<file path="src/rtl/noc_pkg.sv">
// Shared flit format for the mesh NoC: field positions, decode, parity and a
// saturating counter helper.
package noc_pkg;

  localparam int FLIT_W         = 32;
  localparam int FLIT_VALID_BIT = 31;
  localparam int DST_ROW_LSB    = 29;
  localparam int DST_COL_LSB    = 27;
  localparam int SRC_ROW_LSB    = 25;
  localparam int SRC_COL_LSB    = 23;
  localparam int K_LSB          = 19;
  localparam int A_LSB          = 11;
  localparam int B_LSB          = 3;
  localparam int RSVD_LSB       = 1;
  localparam int PARITY_BIT     = 0;
  localparam int PAYLOAD_W      = 24;

  typedef struct packed {
    logic       valid;
    logic [1:0] dst_row;
    logic [1:0] dst_col;
    logic [1:0] src_row;
    logic [1:0] src_col;
    logic [3:0] k;
    logic [7:0] a;
    logic [7:0] b;
    logic [1:0] rsvd;
    logic       parity;
  } flit_t;

  function automatic flit_t flit_decode(input logic [FLIT_W-1:0] raw);
    flit_t f;
    f.valid   = raw[FLIT_VALID_BIT];
    f.dst_row = raw[DST_ROW_LSB +: 2];
    f.dst_col = raw[DST_COL_LSB +: 2];
    f.src_row = raw[SRC_ROW_LSB +: 2];
    f.src_col = raw[SRC_COL_LSB +: 2];
    f.k       = raw[K_LSB +: 4];
    f.a       = raw[A_LSB +: 8];
    f.b       = raw[B_LSB +: 8];
    f.rsvd    = raw[RSVD_LSB +: 2];
    f.parity  = raw[PARITY_BIT];
    return f;
  endfunction

  // Even parity over the whole flit, parity bit included.
  function automatic logic parity_ok(input logic [FLIT_W-1:0] raw);
    return ~^raw;
  endfunction

  function automatic logic [PAYLOAD_W-1:0] flit_payload(input flit_t f);
    return {f.src_row, f.src_col, f.k, f.a, f.b};
  endfunction

  function automatic logic [7:0] sat_inc(input logic [7:0] v);
    return (v == 8'hFF) ? v : v + 8'd1;
  endfunction

endpackage

</file>
<file path="src/rtl/noc_sync_fifo.sv">
// Show-ahead circular FIFO with one extra pointer bit to tell full from empty.
module noc_sync_fifo #(
  parameter int DEPTH = 4,
  parameter int WIDTH = 24
) (
  input  logic                       clk,
  input  logic                       rst_n,
  input  logic                       push,
  input  logic [WIDTH-1:0]           wdata,
  input  logic                       pop,
  output logic [WIDTH-1:0]           rdata,
  output logic                       empty,
  output logic [$clog2(DEPTH):0]     count
);

  localparam int AW = $clog2(DEPTH);

  logic [WIDTH-1:0] mem_q [DEPTH];
  logic [WIDTH-1:0] mem_d [DEPTH];
  logic [AW:0]      wr_ptr_q, wr_ptr_d;
  logic [AW:0]      rd_ptr_q, rd_ptr_d;
  logic             full;
  logic             do_push;
  logic             do_pop;

  assign empty = (wr_ptr_q == rd_ptr_q);
  assign full  = (wr_ptr_q[AW] != rd_ptr_q[AW]) &&
                 (wr_ptr_q[AW-1:0] == rd_ptr_q[AW-1:0]);
  assign count = wr_ptr_q - rd_ptr_q;
  assign rdata = mem_q[rd_ptr_q[AW-1:0]];

  // A pop frees the head slot in the same edge, so a full FIFO may still push.
  assign do_pop  = pop && !empty;
  assign do_push = push && (!full || do_pop);

  always_comb begin
    mem_d    = mem_q;
    wr_ptr_d = wr_ptr_q;
    rd_ptr_d = rd_ptr_q;
    if (do_push) begin
      mem_d[wr_ptr_q[AW-1:0]] = wdata;
      wr_ptr_d                = wr_ptr_q + 1'b1;
    end
    if (do_pop) begin
      rd_ptr_d = rd_ptr_q + 1'b1;
    end
  end

  always_ff @(posedge clk or negedge rst_n) begin
    if (!rst_n) begin
      for (int i = 0; i < DEPTH; i++) begin
        mem_q[i] <= '0;
      end
      wr_ptr_q <= '0;
      rd_ptr_q <= '0;
    end else begin
      mem_q    <= mem_d;
      wr_ptr_q <= wr_ptr_d;
      rd_ptr_q <= rd_ptr_d;
    end
  end

endmodule

</file>
<file path="src/rtl/noc_eject_ni.sv">
// Ejection network interface: captures flits from the router local port, drops
// corrupt or misrouted ones, and queues the rest for the local PE.
module noc_eject_ni
  import noc_pkg::*;
#(
  parameter int         BUS_WIDTH = 32,
  parameter int         DEPTH     = 4,
  parameter logic [1:0] MY_ROW    = 2'd0,
  parameter logic [1:0] MY_COL    = 2'd0
) (
  input  logic                 clk1,
  input  logic                 rst,
  input  logic [BUS_WIDTH-1:0] router_out,
  output logic                 buffer_out,
  output logic                 pe_valid,
  input  logic                 pe_ready,
  output logic [7:0]           pe_a,
  output logic [7:0]           pe_b,
  output logic [3:0]           pe_k,
  output logic [1:0]           pe_src_row,
  output logic [1:0]           pe_src_col,
  output logic [7:0]           err_route,
  output logic [7:0]           err_parity,
  output logic [7:0]           err_ovf
);

  localparam int              AW      = $clog2(DEPTH);
  localparam logic [AW+1:0]   DEPTH_W = (AW+2)'(DEPTH);

  logic [BUS_WIDTH-1:0] stage_q, stage_d;
  logic                 stage_v_q, stage_v_d;
  logic [7:0]           err_route_q, err_route_d;
  logic [7:0]           err_parity_q, err_parity_d;
  logic [7:0]           err_ovf_q, err_ovf_d;

  flit_t                stage_f;
  logic                 unused_stage_bits;
  logic                 flit_in;
  logic                 capture;
  logic                 overflow;
  logic                 parity_bad;
  logic                 route_bad;
  logic                 fifo_push;
  logic                 fifo_pop;
  logic                 fifo_empty;
  logic [AW:0]          fifo_count;
  logic [AW+1:0]        occupancy;
  logic [PAYLOAD_W-1:0] head;

  assign stage_f           = flit_decode(stage_q);
  assign unused_stage_bits = &{1'b0, stage_f.valid, stage_f.rsvd, stage_f.parity};

  // The staged flit is counted as occupied, so it always has a FIFO slot waiting.
  assign occupancy  = {1'b0, fifo_count} + {{(AW+1){1'b0}}, stage_v_q};
  assign buffer_out = (occupancy >= DEPTH_W);

  assign flit_in  = router_out[FLIT_VALID_BIT];
  assign capture  = flit_in && !buffer_out;
  assign overflow = flit_in && buffer_out;

  assign parity_bad = stage_v_q && !parity_ok(stage_q);
  assign route_bad  = stage_v_q && !parity_bad &&
                      ({stage_f.dst_row, stage_f.dst_col} != {MY_ROW, MY_COL});
  assign fifo_push  = stage_v_q && !parity_bad && !route_bad;
  assign fifo_pop   = pe_valid && pe_ready;

  always_comb begin
    stage_d      = stage_q;
    stage_v_d    = capture;
    err_route_d  = err_route_q;
    err_parity_d = err_parity_q;
    err_ovf_d    = err_ovf_q;
    if (capture) begin
      stage_d = router_out;
    end
    if (parity_bad) begin
      err_parity_d = sat_inc(err_parity_q);
    end
    if (route_bad) begin
      err_route_d = sat_inc(err_route_q);
    end
    if (overflow) begin
      err_ovf_d = sat_inc(err_ovf_q);
    end
  end

  always_ff @(posedge clk1 or negedge rst) begin
    if (!rst) begin
      stage_q      <= '0;
      stage_v_q    <= 1'b0;
      err_route_q  <= '0;
      err_parity_q <= '0;
      err_ovf_q    <= '0;
    end else begin
      stage_q      <= stage_d;
      stage_v_q    <= stage_v_d;
      err_route_q  <= err_route_d;
      err_parity_q <= err_parity_d;
      err_ovf_q    <= err_ovf_d;
    end
  end

  noc_sync_fifo #(
    .DEPTH (DEPTH),
    .WIDTH (PAYLOAD_W)
  ) u_fifo (
    .clk   (clk1),
    .rst_n (rst),
    .push  (fifo_push),
    .wdata (flit_payload(stage_f)),
    .pop   (fifo_pop),
    .rdata (head),
    .empty (fifo_empty),
    .count (fifo_count)
  );

  assign pe_valid = !fifo_empty;
  assign {pe_src_row, pe_src_col, pe_k, pe_a, pe_b} = head;

  assign err_route  = err_route_q;
  assign err_parity = err_parity_q;
  assign err_ovf    = err_ovf_q;

endmodule

</file>
<file path="config.mk">
export PLATFORM = sky130hd
export DESIGN_NAME = noc_eject_ni
export DESIGN_NICKNAME = d
export VERILOG_FILES = /design/src/rtl/noc_pkg.sv /design/src/rtl/noc_sync_fifo.sv /design/src/rtl/noc_eject_ni.sv
export SDC_FILE = /design/constraint.sdc
export NUM_CORES = 1
export LEC_CHECK = 0
export BUFFER_PORTS_ARGS = -buffer_cell sky130_fd_sc_hd__buf_2
export CAP_MARGIN = 20
export CORE_ASPECT_RATIO = 0.7
export CORE_MARGIN = 4
export CORE_UTILIZATION = 34
export CTS_CLUSTER_SIZE = 24
export DETAILED_ROUTE_END_ITERATION = 10
export PLACE_DENSITY_LB_ADDON = 0.2
export SYNTH_ARGS = -nofsm -noshare
export SYNTH_HDL_FRONTEND = slang
export SYNTH_SLANG_ARGS = --single-unit
</file>
<file path="constraint.sdc">
create_clock -name clk1 -period 3.6 [get_ports clk1]
set_input_delay 0.36 -clock clk1 [delete_from_list [all_inputs] [get_ports clk1]]
set_output_delay 0.36 -clock clk1 [all_outputs]
set_load 0.005 [all_outputs]
</file>
==> results.toml, run 1 <==
[timing]
max_freq_mhz = 314
post-route-period-util_pct = 88.6
finalSetupTns_ps = 0
grt_setup_unrepaired = "no"
tightest_slew_ps = 964
fin_skew_ps = 13.3
setup_ws_ps = 411
min_period_ps = 3190
max_slew_margin_pct = 35.7
whs_ps = -10.8
slew_viol_final = 0
setup_viol = 0
final_hold_viol_count = 2

[route]
wirelength_um = 15900
drt-initial-drc-count = 154
routed-via-count = 4369
firstDrtPassIters = 4
via_per_inst = 4.79
post_drt_wl_per_cell_um = 17.4
ant_nets = 0
drt_drc_violations_left = 0

[worst_setup_path]
worstPathRequired_ps = 3910
critPathLaunchType = "register"
r2r_cells = 7
crit_fanout = 24
cp-end-kind = "register"
r2r-end = "u_fifo.mem_q[67]$_DFFE_PN0P_"
crit_end = "u_fifo.mem_q[67]$_DFFE_PN0P_"
r2r_slack_ps = 410
critPathArrivalTime_ps = 3500
critPathKind = "register to register"
timing.rr.start = "stage_f[23]$_DFFE_PN0P_"
crit_start = "stage_f[23]$_DFFE_PN0P_"

[clock_network]
clkTransAtPathRegs_ps = 60
cts_tree = "yes"
clock_path_buffers = 2
clockRootBuffer = "clkbuf_16"
cts_max_level = 4
hold_buffers = 0
cts_buffers = 17
ctsResizeCount = 0
clkSinkCount = 159
clock_latency_ps = 430
postCtsSetupBuffers = 0

[global_route]
grt_overflow_total = 0
antenna_found_initial = 0
grt_pass1_vias = 4612
grt_max_degree = 99
track_usage_pct = 14.0
grt_pass1_wl_um = 25800

[layout]
drive_gt1_share_pct = 40.4
area_growth_pct = 17.4
diodes = 0
final_net_count = 669
fin_area_um2 = 8600
utilization_pct = 41.0

[floorplan]
core_um2 = 21000
die-height_um = 131
fp-row-count = 44
die_w_um = 183
ios = 85
start_util_pct = 34.9
die-area_um2 = 24000

[synth]
yosys.area_share.simple_pct = 9.27
ys_ff_latch = 159
synth-xor-area-share_pct = 7.19
ys_async_sr_fraction_pct = 100
synth_area_per_cell_um2 = 13.7
syn_inst = 535
synth_mux_area_share_pct = 24.0
synth_compound_area_share_pct = 0.632
synth-warning-count = 0
synth_edf_count = 0
yosysSeqAreaShare_pct = 54.3
synth_ff_type = "dfrtp_1"
synthAdderAreaFrac_pct = 1.98
netlist_area_um2 = 7330
ys_types = 32
synth_top_family_by_area = "multiplexers"
syn_nets = 581

[placement]
hpwlAfterDp_um = 10100
portBuffers = 84
place_ws_ps = 387
place_area_um2 = 8020
gp_congestion = 0.743

[pwr]
p_leak_uw = 0.00428
ir_drop_mv = 1.00
power.density_nw_per_um2 = 1090

[status]
status = "finished with violations"
violations = "negative hold slack"

[worst_hold_path]
hold_class = "primary input to async pin"

[flow_run]
max-cap-violations = 0
registers in the layout, summed over array words and instances, names as in the netlist:
name	flops
stage_f	32
err_route	8
u_fifo.wr_ptr_q	3
u_fifo.mem_q	96
u_fifo.rd_ptr_q	3
err_parity	8
stage_v_q	1
err_ovf	8
critical path, cell delays in order, from the launching register on:
cell and delay [ps]:
dfrtp_1 460, xor2_1 200, xnor2_1 230, xnor2_1 180, xnor2_1 210, xnor2_4 660
nand4_4 620, mux2_2 490
where the power goes:
group | switching, uW | internal [uW]
clock | 749 | 1040
sequential | 660 | 2550
combinational | 2430 | 1960
total | 3840 | 5540
Yosys cell counts (2+ instances only):
cell type  count  area [um2]
buf_1          4        15.0
ha_1          10         125
mux2_2        80         901
buf_6          9         101
nor4_1         2        12.5
xor2_1        13         114
nand4_1        6        37.5
nand2_1      105         394
dfrtp_1      159        3980
nor2_1         6        22.5
nor4_2         2        25.0
nand2b_1       2        12.5
mux2_4        21         315
and3_1         2        12.5
nand3_1       10        50.1
inv_1         10        37.5
nand4_4        4        85.1
clkbuf_1       9        33.8
xnor2_1       44         385
nor3_1         2        10.0
mux4_2        24         541
per-stage QoR:
stage / power (uW) / instances
2_1_floorplan: 6950 / 535
3_3_place_gp: 7330 / 880
3_5_place_dp: 7290 / 880
4_1_cts: 9530 / 912
5_1_grt: 9720 / 912
6_report: 9380 / 912
worst min path at each step:
stage                                  startpoint                 endpoint
after CTS                                     rst  stage_f[23]$_DFFE_PN0P_
after global routing                          rst  stage_f[23]$_DFFE_PN0P_
after floorplan                               rst   err_ovf[0]$_DFFE_PN0P_
after global placement    stage_f[31]$_DFFE_PN0P_  stage_f[31]$_DFFE_PN0P_
final                                         rst  stage_f[23]$_DFFE_PN0P_
after detailed placement  stage_f[31]$_DFFE_PN0P_  stage_f[31]$_DFFE_PN0P_
final cells by class:
type                    count  area [um2]
clock buffers              18         439
clock inverters            14         141
fillers                  1947       12400
inverters                  10        37.5
multi-input cells         343        3150
flip-flops and latches    159        3980
well taps                 276         345
repair buffers             92         499
routing by layer:
metal  global-route usage, %  wire [um]  up-vias  part of all wire, %
met5                       0          0        -                    0
met4                    5.65        269        0                  1.7
met3                    2.93        556       21                  3.5
met2                    21.7       7240       76                   46
met1                    19.5       7800     2245                   49
li1                        -          -     2027                    -
placed cells by master (no fill, tap or decap), drive strengths merged:
cell type,n
a31oi,1
a41o,1
a41oi,1
and3,2
and4,1
buf,92
bufinv,2
clkbuf,18
clkinv,6
clkinvlp,4
dfrtp,159
fa,1
ha,10
inv,12
mux2,101
mux4,24
nand2,105
nand2b,2
nand3,10
nand4,10
nor2,6
nor3,2
nor4,4
nor4b,1
o21a,1
o21ai,1
o31a,1
xnor2,45
xor2,13
cell families after synthesis:
logic type                 count (synthesis)
xor gates and xnor gates                  58
DFF                                      159
muxes                                    125
AOI/OAI and AO/OA                          6
and+or+nand+nor                          143
buffers and inverters                     33
adders and majority gates                 11
Note: power is estimated with default switching activity, not from simulation.
==> inputs of run 2 (changes only) <==
--- a/config.mk
+++ b/config.mk
@@ -7,6 +7,8 @@
 export LEC_CHECK = 0
 export BUFFER_PORTS_ARGS = -buffer_cell sky130_fd_sc_hd__buf_2
 export CAP_MARGIN = 20
+export CELL_PAD_IN_SITES_DETAIL_PLACEMENT = 0
+export CELL_PAD_IN_SITES_GLOBAL_PLACEMENT = 1
 export CORE_ASPECT_RATIO = 0.7
 export CORE_MARGIN = 4
 export CORE_UTILIZATION = 34
==> constraint.sdc (replaced) <==
create_clock -name clk1 -period 3.52 [get_ports clk1]
set_input_delay 0.352 -clock clk1 [delete_from_list [all_inputs] [get_ports clk1]]
set_output_delay 0.352 -clock clk1 [all_outputs]
set_load 0.005 [all_outputs]
==> results.toml, run 2 (synthesis gave the netlist of run 1 again) <==
[floorplan]
start_util_pct = 34.9
die_w_um = 183
fp-row-count = 44
ios = 85
die-height_um = 131
core_um2 = 21000
die-area_um2 = 24000

[global_route]
met1_usage_pct = 20.1
grt_pass1_wl_um = 26000
grt_use_met3_pct = 3.35
grt_pass1_vias = 4595
grt_overflow_total = 0
track_usage_pct = 14.1
grt_busiest_layer = "met2"
grt_max_degree = 82
grtUsageMet2_pct = 21.4
antenna_found_initial = 0

[route]
drt_drc_violations_left = 0
drt-initial-drc-count = 196
via_per_inst = 4.80
post_drt_wl_per_cell_um = 17.5
ant_nets = 0
routed-via-count = 4377
wirelength_um = 16000
firstDrtPassIters = 4

[worst_setup_path]
crit_cells = 7
critPathLaunchType = "register"
worstPathRequired_ps = 3830
crit_start = "stage_f[23]$_DFFE_PN0P_"
path_common_cell = "xnor2_1"
r2r_slack_ps = 270
cp-end-kind = "register"
r2r_cells = 7
crit_fanout = 24
critPathArrivalTime_ps = 3560
critPathKind = "register to register"
crit_chain = "xor2_1, xnor2_1, xnor2_1, xnor2_1, xnor2_4, nand4_4, mux2_4"
timing.rr.start = "stage_f[23]$_DFFE_PN0P_"
slowest_stage = "xnor2_4"
path_buf_inv = 0
crit_end = "u_fifo.mem_q[82]$_DFFE_PN0P_"
critPathMaxStageDelay_ps = 650
r2r-end = "u_fifo.mem_q[82]$_DFFE_PN0P_"
cp_top_family = "XOR/XNOR gates"

[pwr]
switchingPower_uw = 3860
p_leak_uw = 0.00430
power.density_nw_per_um2 = 1090
totalPowerFinal_uw = 9430
p_int_uw = 5560
seq_power_share_pct = 33.4
p_comb_share_pct = 46.0
switching_share_pct = 41.0
ir_drop_mv = 0.845
p_clk_share_pct = 20.6

[clock_network]
clock_latency_ps = 430
clock_path_buffers = 2
ctsResizeCount = 0
hold_buffers = 0
cts_tree = "yes"
cts_max_level = 4
postCtsSetupBuffers = 0
clkSinkCount = 159
clockRootBuffer = "clkbuf_16"
clkTransAtPathRegs_ps = 70
cts_buffers = 17

[timing]
setup_viol = 0
fin_skew_ps = 9.89
max_freq_mhz = 308
setup_ws_ps = 273
whs_ps = -27.2
slew_viol_final = 0
tightest_slew_ps = 770
grt_setup_unrepaired = "no"
post-route-period-util_pct = 92.2
final_hold_viol_count = 27
min_period_ps = 3250
finalSetupTns_ps = 0
max_slew_margin_pct = 48.7

[layout]
multi_input_comb_area_um2 = 3150
drive_gt1_share_pct = 40.3
diodes = 0
n_fill_cell = 1982
ff_latch_area_um2 = 3980
mostFrequentLayoutCell = "dfrtp_1"
largest_register_ff_count = 96
area_growth_pct = 18.0
final_cell_mix = "dfrtp_1, nand2_1, buf_2"
top_register = "u_fifo.mem_q"
final_net_count = 668

[status]
violations = "negative hold slack"
status = "finished with violations"

[worst_hold_path]
hold_class = "primary input to async pin"

[flow_run]
max-cap-violations = 0

[placement]
hpwlAfterDp_um = 10300
portBuffers = 84
gp_congestion = 0.741
place_ws_ps = 228
## run 2: changes by cell type in the layout (fill, tap and decap cells not counted), sizes merged
| cell | delta |
|---|---|
| clkinv | -3 |
| bufinv | +1 |
| inv | +2 |
| buf | -1 |
## run 2: stage by stage
step	util, %	area [um2]	cells
4_1_cts	41.2	8640	911
5_1_grt	41.2	8640	911
6_report	41.2	8640	911
3_5_place_dp	38.2	8020	879
2_1_floorplan	-	7330	535
3_3_place_gp	38.2	8020	879
## run 2: worst min-delay path by stage
stage / cells past startpoint / endpoint
6_report: 1 / u_fifo.mem_q[91]$_DFFE_PN0P_
5_1_grt: 1 / u_fifo.mem_q[66]$_DFFE_PN0P_
4_1_cts: 1 / stage_f[21]$_DFFE_PN0P_
3_5_place_dp: 1 / stage_f[22]$_DFFE_PN0P_
3_3_place_gp: 1 / stage_f[22]$_DFFE_PN0P_
2_1_floorplan: 0 / err_ovf[0]$_DFFE_PN0P_
## run 2: layer usage
| layer | share of wire [%] | vias to the layer above |
|---|---|---|
| met5 | 0 | - |
| met4 | 1.4 | 0 |
| met3 | 2.9 | 18 |
| met2 | 46 | 56 |
| met1 | 50 | 2276 |
| li1 | - | 2027 |
## run 2: power by group through the flow
| stage | clock, uW | sequential (uW) | combinational, uW |
|---|---|---|---|
| floorplan | 0 | 2970 | 4320 |
| global placement | 0 | 3140 | 4360 |
| detailed placement | 0 | 3300 | 4530 |
| CTS | 1990 | 3280 | 4550 |
| global route | 2080 | 3250 | 4620 |
| finish | 1940 | 3150 | 4340 |
## run 2: cell type report
class,instances,share of cell area (%)
Tap cell,276,4.00
Clock buffer,18,5.08
Inverter,10,0.434
Clock inverter,14,2.10
Timing Repair Buffer,91,5.83
Sequential cell,159,46.1
Multi-Input combinational cell,343,36.5
